File: src/rtl/cacheline_burst_adaptor.sv
// Cache line <-> memory burst adaptor: splits an LLC line write into BEATS memory beats
// and gathers BEATS memory read beats into one line.
module cacheline_burst_adaptor #(
    parameter int unsigned LINE_WIDTH  = 256,
    parameter int unsigned BURST_WIDTH = 64,
    parameter int unsigned ADDR_WIDTH  = 32,
    parameter int unsigned LINE_BYTES  = LINE_WIDTH / 8
) (
    input  logic                   clk,
    input  logic                   reset,
    input  logic [LINE_WIDTH-1:0]  line_i,
    output logic [LINE_WIDTH-1:0]  line_o,
    input  logic [ADDR_WIDTH-1:0]  address_i,
    input  logic                   read_i,
    input  logic                   write_i,
    output logic                   resp_o,
    input  logic [BURST_WIDTH-1:0] burst_i,
    output logic [BURST_WIDTH-1:0] burst_o,
    output logic [ADDR_WIDTH-1:0]  address_o,
    output logic                   read_o,
    output logic                   write_o,
    input  logic                   resp_i
);

    localparam int unsigned BEATS = LINE_WIDTH / BURST_WIDTH;
    localparam int unsigned CNT_W = $clog2(BEATS);
    localparam int unsigned OFFS  = $clog2(LINE_BYTES);

    typedef enum logic [1:0] {IDLE, READ, WRITE, DONE} state_t;

    state_t                                 state;
    logic [CNT_W-1:0]                       cnt;
    logic [BEATS-1:0][BURST_WIDTH-1:0]      buffer;
    logic [CNT_W-1:0]                       cnt_inc;
    logic                                   last;
    logic [ADDR_WIDTH-1:0]                  aligned;

    assign cnt_inc = cnt + CNT_W'(1);
    assign last    = (cnt == CNT_W'(BEATS - 1));
    assign aligned = {address_i[ADDR_WIDTH-1:OFFS], OFFS'(0)};

    // Single registered FSM; every output is a flop updated alongside the state.
    always_ff @(posedge clk or posedge reset) begin
        if (reset) begin
            state     <= IDLE;
            cnt       <= '0;
            buffer    <= '0;
            read_o    <= 1'b0;
            write_o   <= 1'b0;
            resp_o    <= 1'b0;
            burst_o   <= '0;
            address_o <= '0;
            line_o    <= '0;
        end else begin
            case (state)
                IDLE: begin
                    if (write_i) begin
                        state     <= WRITE;
                        write_o   <= 1'b1;
                        address_o <= aligned;
                        buffer    <= line_i;
                        cnt       <= '0;
                        burst_o   <= line_i[BURST_WIDTH-1:0];
                    end else if (read_i) begin
                        state     <= READ;
                        read_o    <= 1'b1;
                        address_o <= aligned;
                        cnt       <= '0;
                    end
                end
                READ: begin
                    if (resp_i) begin
                        buffer[cnt] <= burst_i;
                        cnt         <= cnt_inc;
                        if (last) begin
                            state  <= DONE;
                            read_o <= 1'b0;
                            resp_o <= 1'b1;
                            // Last beat fills the top slot; publish the merged line now.
                            line_o <= {burst_i, buffer[BEATS-2:0]};
                        end
                    end
                end
                WRITE: begin
                    if (resp_i) begin
                        cnt <= cnt_inc;
                        if (last) begin
                            state   <= DONE;
                            write_o <= 1'b0;
                            resp_o  <= 1'b1;
                            burst_o <= '0;
                        end else begin
                            burst_o <= buffer[cnt_inc];
                        end
                    end
                end
                DONE: begin
                    resp_o <= 1'b0;
                    state  <= IDLE;
                end
                default: state <= IDLE;
            endcase
        end
    end

endmodule

File: config.mk
export PLATFORM = sky130hd
export DESIGN_NAME = cacheline_burst_adaptor
export DESIGN_NICKNAME = d
export VERILOG_FILES = /design/src/rtl/cacheline_burst_adaptor.sv
export SDC_FILE = /design/constraint.sdc
export NUM_CORES = 1
export LEC_CHECK = 0
export ABC_AREA = 1
export BUFFER_PORTS_ARGS = -buffer_cell sky130_fd_sc_hd__buf_2
export CAP_MARGIN = 10
export CORE_AREA = 2 2 280 282
export DETAILED_ROUTE_END_ITERATION = 6
export DIE_AREA = 0 0 282 284
export PLACE_DENSITY = 0.57
export SLEW_MARGIN = 30
export SYNTH_ARGS = -nofsm -noshare
export SYNTH_HDL_FRONTEND = slang
export SYNTH_SLANG_ARGS = --single-unit
export TNS_END_PERCENT = 100
File: constraint.sdc
create_clock -name clk -period 21.5 [get_ports clk]
set_clock_uncertainty 0.05 [all_clocks]
set_input_delay 1.075 -clock clk [delete_from_list [all_inputs] [get_ports clk]]
set_output_delay 1.075 -clock clk [all_outputs]
set_load 0.005 [all_outputs]
Word level (Yosys, flattened, before mapping)
Index checks and enable logic that the tools add are counted.
W data, S select, Z words.
{ "totals": {"register_bits": 615, "wordCells": 80, "input_bits": 357} }
{ "classes": {"n_lt_le_gt_ge": 3, "n_reduce_logical": 17, "eq_ne": 14, "addsub": 1, "n_mux": 33} }
{ "ops": {"columns": ["operator", "n"], "rows": [
  ["$mux W256", 2],
  ["$pmux W256 S2", 1],
  ["$mux W64", 5],
  ["$bwmux W256", 1],
  ["$bmux W64 S2", 1],
  ["$demux W64 S2", 1],
  ["$pmux W64 S2", 1],
  ["$mux W32", 2],
  ["$reduce_and A3 Y1", 6],
  ["$mux W2", 7],
  ["$ne A2 B2 Y1 const B", 7],
  ["$reduce_bool A2 Y1", 5],
  ["$mux W1", 7],
  ["$eq A2 B2 Y1 const B", 3],
  ["$lt A2 B3 Y1 const B", 2],
  ["$pmux W1 S2", 3],
  ["$pmux W2 S3", 1],
  ["$reduce_and A5 Y1", 1],
  ["$ne A2 B1 Y1 const B", 2],
  ["$pmux W2 S2", 1],
  ["$reduce_and A4 Y1", 1],
  ["$ne A3 B3 Y1 const B", 1],
  ["$add A2 B1 Y2 const B", 1],
  ["$eq A2 B1 Y1 const B", 1],
  ["5 further kinds", 5]
]} }

Longest topological paths before layout
Gate-level depths: netlist of run 1.
{ "logic_depth": {"word_depth": 7, "mapped_depth": 11, "ltp_nobuf": 9} }

Worst setup path after synthesis of run 1
OpenSTA, ideal clock, no wires.
{ "synth_timing": {"kind": "reg2reg", "startpoint": "register cnt[0]", "endpoint": "register burst_o[10]", "n_path_buf": 4, "period_less_slack_ns": 2.096, "arrival_time_ns": 1.930, "stages_incl_launch_ff": 12, "path_slack_ns": 19.404, "path_cell_list": "dfrtp_1 buf_2 inv_1 clkbuf_1 ha_1 buf_2 buf_1 a21oi_1 o21ai_0 nand2_1 nand2_1 nand2_1"} }
{ "synth_between": {"elab_chain_len": 6, "word_cells_on_any_way": 7, "classes_between": "add/sub (1); eq/ne (1); mux (5)"} }
{ "synth_lines": {"columns": ["element", "line", "source"], "rows": [
  ["from (decl)", "32", "logic [CNT_W-1:0] cnt;"],
  ["from (signal assigned)", "74", "cnt <= cnt_inc;"],
  ["from (signal assigned)", "86", "cnt <= cnt_inc;"],
  ["$add A2 B1 Y2", "38", "assign cnt_inc = cnt + CNT_W'(1);"],
  ["$bmux W64 S2", "93", "burst_o <= buffer[cnt_inc];"],
  ["$mux W64 (implied by the code)", "93", null],
  ["$mux W64 (*)", "87", "if (last) begin"],
  ["$mux W64 (*)", "85", "if (resp_i) begin"],
  ["$pmux W64 S2 (*)", "55", "case (state)"],
  ["to (signal assigned)", "63", "burst_o <= line_i[BURST_WIDTH-1:0];"],
  ["to (signal assigned)", "93", null],
  ["to (decl)", "18", "output logic [BURST_WIDTH-1:0] burst_o,"]
]} }
Every way passes the cells marked *; elsewhere a longest branch is shown, timed or not. The select of a mux whose other input is x is not followed.
A chain may end at the register's enable or synchronous reset.

Worst setup path in the final report of run 1
{ "layout_timing": {"startpoint": "register cnt[0]", "endpoint": "register burst_o[45]"} }
Same word-level chain as after synthesis.

==> flow_summary_export.csv, run 1 <==
group,metric,value,unit
layout,fillerInstances,7927,
synth,ys_types,26,
cts,cts.path.max_buffers,3,
synth,netlist_top_cells_count,"nand2_1 (692), inv_1 (671), dfrtp_1 (610), o21ai_0 (444), a21oi_1 (267)",
grt,grt_pass1_wl,152800,µm
timing,tightest_slew,1.082,ns
synth,syn_inst,3529,
placement,portBuffers,701,
synth,synthFlopType,"dfrtp_1",
timing,tns,0,ns
route,dr.pass1.iters,5,
cts,cts-buffers-inserted,69,
timing,finalSetupViolations,0,
cts,cts_setup_buffers,0,
synth,yosysMostFrequentCell,"nand2_1",
worst_setup_path,startpoint_type,"register",
synth,ys_seq_area_share,53.75,%
timing,finalHoldViolCount,0,
synth,synth_edf_count,0,
worst_hold_path,worstHoldPathType,"reg2reg",
grt,antenna_found_initial,22,
layout,drive_gt1_share,21.08,%
floorplanning,num_rows,102,
route,vias,25700,
worst_setup_path,r2r-end,"burst_o[45]",
timing,min_period,4.594,ns
worst_setup_path,critPathRequiredTime,21.92,ns
placement,dpl.cell_count,5071,
route,drt_iter0_drc,1637,
worst_hold_path,min_to,"line_o[175]",
cts,cts_sinks,610,
power,p_leak,19.13,nW
synth,synth_top_area_share,53.75,%
layout,final_area,34950,µm²
worst_setup_path,criticalPathCategory,"reg2reg",
timing,max_freq,217.7,MHz
route,wl_per_cell,19.53,µm
floorplanning,die_w,282,µm
synth,ys_seq_elements,610,
route,wl,101500,µm
worst_hold_path,whs_path_depth,2,
run,maxCapViolCount,0,
worst_setup_path,ff2ff_setup_slack,16.91,ns
synth,netlist_top_cells_area,"dfrtp_1 (54%), nand2_1 (9.1%), inv_1 (8.9%)",
timing,holdWs,0.4252,ns
worst_setup_path,reg2reg_from,"cnt[0]",
layout,fin_nets,4471,
worst_setup_path,r2r_cells,8,
cts,cts.reportedPaths.clkPinSlew,0.07,ns
synth,synthArstFlopShare,100.0,%
worst_setup_path,cp.arrival,5.01,ns
cts,cts_tree,"built",
placement,gp_congestion,0.8429,
cts,root_buffer,"clkbuf_16",
timing,rsz0062_at_grt,"false",
synth,syn-cell-area,28400,µm²
grt,grt_use_total,24.87,%
cts,cts_hold_buf,0,
timing,drv_slew,0,
grt,overflow,0,
grt,grt_max_degree,248,
route,vias_per_cell,4.944,
route,post-route-drc-count,0,
cts,htree_levels,3,
floorplanning,ios,712,
synth,avgSynthCellArea,8.047,µm²
cts,clk_latency,0.60,ns
floorplanning,core,76960,µm²
grt,grt_pass1_vias,24940,
timing,fin_crit_sh,21.37,%
route,ant_nets,0,
worst_hold_path,hold_start,"line_o[175]",
floorplanning,initial_core_util,36.90,%
worst_setup_path,path_max_fanout,76,
layout,synthToLayoutAreaGrowth,23.07,%
cts,post_cts_resized,0,
placement,dpl.hpwl,66010,µm
timing,slew_headroom,27.89,%
synth,yosysTopAreaCell,"dfrtp_1",
power,power_density,156.2,nW/µm²
run_status,status,"finished, final reports clean",
placement,dpl_cell_area,32600,µm²
floorplanning,die_y,284,µm
layout,final_cells,5198,
power,vdd.ir_drop.worst,0.1102,mV
floorplanning,die-area,80090,µm²
synth,yosys_warnings,0,
worst_setup_path,crit_path_end_kind,"register",
[critical path: stages, from the launching register on]
cell and delay (ns):
dfrtp_4 1.01, inv_1 0.60, buf_4 0.37, ha_4 0.91, clkinv_1 0.96, nand3_1 0.32
nand2_1 0.09, nand2_1 0.06, a21oi_1 0.06
[per-layer routing]
metal / vias to the layer above / wire (µm) / global-route usage (%)
li1: 12390 / - / -
met1: 12330 / 43580 / 32.64
met2: 798 / 47960 / 40.69
met3: 155 / 7201 / 5.706
met4: 30 / 2555 / 7.593
met5: - / 195 / 0
[state kept, by name, indices dropped and copies added, names as in the netlist]
register and cells:
address_o 27, buffer 256, burst_o 64, cnt 2, line_o 256, read_o 1
resp_o 1, state 2, write_o 1
[layout make-up]
cell class                 instances  area (µm²)  share of cell area [%]
sequential                       610       15270                   43.69
multi-input combinational       2013        9678                   27.69
timing repair buffer             735        3856                   11.03
inverter                         674        2537                   7.260
clock buffer                      98        2006                   5.739
tap                             1040        1301                   3.723
clock inverter                    20       282.8                  0.8091
antenna                            8       20.02                 0.05728
[cell usage in the layout (no fill, tap or decap), drive strengths merged]
master,netlist,layout
o22ai,256,256
clkinv,1,13
nand4,1,1
o211ai,55,55
clkinvlp,0,2
o21ai,456,456
nand2,697,697
diode,0,8
bufinv,0,5
inv,673,674
clkbuf,96,98
ha,11,11
buf,140,735
nand3,29,29
a21oi,278,278
a31oi,1,1
dfrtp,610,610
conb,1,5
nor2,224,224
[cells by family after synthesis]
family,Yosys count,share of synthesized area (%)
other cells,1,0.01321
simple gates,951,12.81
buf+inv,910,12.72
fa+ha+maj,11,0.4847
compound gates,1046,20.21
flops,610,53.75
[how the worst max path moves through the flow]
stage | start | end | slack (ns) | cells after the start
floorplan | reset | address_o[10] | 3.30 | 1
global placement | reset | buffer[69] | 16.80 | 5
detailed placement | cnt[0] | burst_o[55] | 16.80 | 8
CTS | cnt[0] | burst_o[45] | 16.77 | 8
global route | cnt[0] | burst_o[50] | 16.65 | 8
finish | cnt[0] | burst_o[45] | 16.91 | 8
[per-stage QoR]
stage                     power (mW)  util (%)  worst slack, ns
after CTS                      5.508     45.34            16.77
final                          5.458     45.42            16.91
after global placement         4.221     42.26            16.80
after detailed placement       4.281     42.36            16.80
after floorplan                3.362         -            3.297
after global routing           5.881     45.41            16.65
[report_power, final]
part / leakage [nW] / internal [mW] / total (mW) / switching (mW)
registers: 7.61 / 1.65 / 1.88 / 0.229
clock network: 1.12 / 0.711 / 1.21 / 0.495
logic: 10.4 / 0.787 / 2.37 / 1.58
Power figures use the tool's default switching activity.
==> run 2: changes to the inputs <==
Clock period 21.5 ns to 4.7 ns, I/O delays scaled along.
==> run 2 against run 1 <==
  * Global-route usage up 1.1 points
  * Sequential power increased to 4.6 times the previous value
  * Critical endpoint is now burst_o[59]
  * Utilization up 4.7 points
  * Routed wire length up 5.0%
==> flow_summary_export.csv, run 2 (synthesis gave the netlist of run 1 again) <==
group,metric,value,unit
floorplanning,ios,712,
floorplanning,die_y,284,µm
worst_setup_path,r2r-end,"burst_o[59]",
worst_setup_path,cpMostUsedCell,"nand2_1",
worst_setup_path,r2r_cells,7,
floorplanning,die-area,80090,µm²
power,power_density,662.9,nW/µm²
grt,overflow,0,
cts,htree_levels,3,
route,drt_iter0_drc,2053,
grt,grt_pass1_vias,26530,
timing,max_freq,297.3,MHz
worst_setup_path,cp_slowest_stage_delay,0.86,ns
worst_setup_path,crit_start,"cnt[0]",
cts,cts_tree,"built",
layout,top_regs,"buffer: 256 flops, line_o: 256 flops, burst_o: 64 flops",
layout,fin_nets,4811,
layout,final_area,38540,µm²
placement,portBuffers,701,
cts,clk_latency,0.61,ns
timing,holdWs,0.02649,ns
timing,fin_crit_sh,71.57,%
power,vdd.ir_drop.worst,0.3893,mV
worst_setup_path,ff2ff_setup_slack,1.34,ns
route,post-route-drc-count,0,
run,maxCapViolCount,0,
timing,finalHoldViolCount,0,
route,wl,106600,µm
layout,final_cell_mix,"buf_2 (701), nand2_1 (692), inv_1 (670)",
cts,root_buffer,"clkbuf_16",
floorplanning,num_rows,102,
placement,pre_cts_ws,1.324,ns
cts,cts-buffers-inserted,72,
placement,gp_congestion,0.8563,
route,vias_per_cell,4.888,
worst_hold_path,worstHoldPathType,"in2reg",
floorplanning,core,76960,µm²
timing,drv_slew,0,
worst_setup_path,critPathRequiredTime,5.12,ns
placement,dpl.hpwl,67040,µm
timing,finalSetupViolations,0,
route,wl_per_cell,19.22,µm
floorplanning,die_w,282,µm
route,ant_nets,0,
cts,cts.reportedPaths.clkPinSlew,0.06,ns
worst_setup_path,critical_path.endpoint,"burst_o[59]",
layout,final_common_cell,"buf_2",
worst_setup_path,criticalPathCategory,"reg2reg",
placement,dpl_cell_area,32850,µm²
power,p_leak,20.65,nW
route,vias,27110,
worst_setup_path,crit_path_end_kind,"register",
floorplanning,initial_core_util,36.90,%
worst_setup_path,reg2reg_from,"cnt[0]",
layout,synthToLayoutAreaGrowth,35.72,%
grt,grt_use_total,25.93,%
run_status,status,"finished, final reports clean",
route,dr.pass1.iters,6,
worst_setup_path,path_max_fanout,52,
cts,cts_sinks,610,
worst_setup_path,startpoint_type,"register",
worst_setup_path,cp.arrival,3.79,ns
worst_setup_path,cp_cell_sequence,"inv_1, ha_4, clkinv_1, nand3_1, nand2_1, nand2_1, a21oi_1",
grt,grt_pass1_wl,159100,µm
timing,min_period,3.364,ns
layout,drive_gt1_share,19.91,%
timing,tightest_slew,1.131,ns
grt,grt_max_degree,180,
timing,setup_ws,1.336,ns
timing,slew_headroom,24.59,%
worst_setup_path,timing.critical_path.slowest_stage_cell,"clkinv_1",
grt,antenna_found_initial,6,
cts,post_cts_resized,0,
timing,rsz0062_at_grt,"false",
cts,cts.path.max_buffers,3,
## run 2: cell count changes in the layout (fill, tap and decap cells not counted), moves of 2 or more
| cell | change |
|---|---|
| clkbuf_1 | +5 |
| inv_16 | +2 |
| inv_6 | +2 |
| diode_2 | -2 |
| buf_12 | +13 |
| dlygate4sd3_1 | +323 |
| buf_6 | -3 |
| clkbuf_8 | -2 |
| buf_4 | +6 |
| clkbuf_16 | +6 |
| clkinv_8 | -2 |
| buf_16 | -2 |
| clkinv_2 | +4 |
## run 2: what timing repair did
action                                 4_1_cts  5_1_grt
endpoints found under the hold margin      394        0
setup buffers                                0        0
hold buffers                               323        0
## run 2: report_power, final
part | switching (mW) | total, mW | internal [mW]
Clock | 2.35 | 5.76 | 3.41
Combinational | 7.39 | 11.2 | 3.82
Sequential | 1.02 | 8.57 | 7.55
Total | 10.8 | 25.5 | 14.8
## run 2: per-layer routing
metal	track usage, %	up-vias	part of all wire (%)
li1	-	13060	-
met1	34.00	12820	42
met3	5.220	256	6.9
met2	41.57	966	46
met5	0	-	0.025
met4	11.04	4	4.3
## run 2: area by class of cell
type | instances | area (µm²)
clock buffers | 107 | 2147
flip-flops and latches | 610 | 15270
diodes | 6 | 15.01
multi-input cells | 2013 | 9679
clock inverters | 24 | 289.0
well taps | 1040 | 1301
inverters | 674 | 2534
repair buffers | 1072 | 7306
fillers | 7507 | 38420
## run 2: critical path, delay by kind of cell (launching register included)
family	cells	cell delay (ns)
AOI/OAI and AO/OA	1	0.06
adders and majority gates	1	0.79
buffers and inverters	2	1.42
DFF	1	0.49
and+or+nand+nor	3	0.42
## run 2: worst min path at each step
stage	from	end	slack, ns	cells after the start
after floorplan	address_i[10]	address_o[10]	0.31	2
after global placement	address_i[30]	address_o[30]	0.39	3
after detailed placement	reset	line_o[163]	0.40	2
after CTS	line_i[161]	buffer[161]	0.0004	5
final	burst_i[38]	line_o[230]	0.03	3
after global routing	burst_i[36]	line_o[228]	0.02	3
## run 2: per-stage QoR
step,setup TNS (ns),std cells,utilization (%),total power [mW]
after floorplan,-2383.94,3533,-,15.38
after global placement,0,5086,42.68,19.45
after detailed placement,0,5086,42.68,19.65
after CTS,0,5540,50.05,25.72
after global routing,0,5543,50.07,27.50
final,0,5546,50.08,25.55
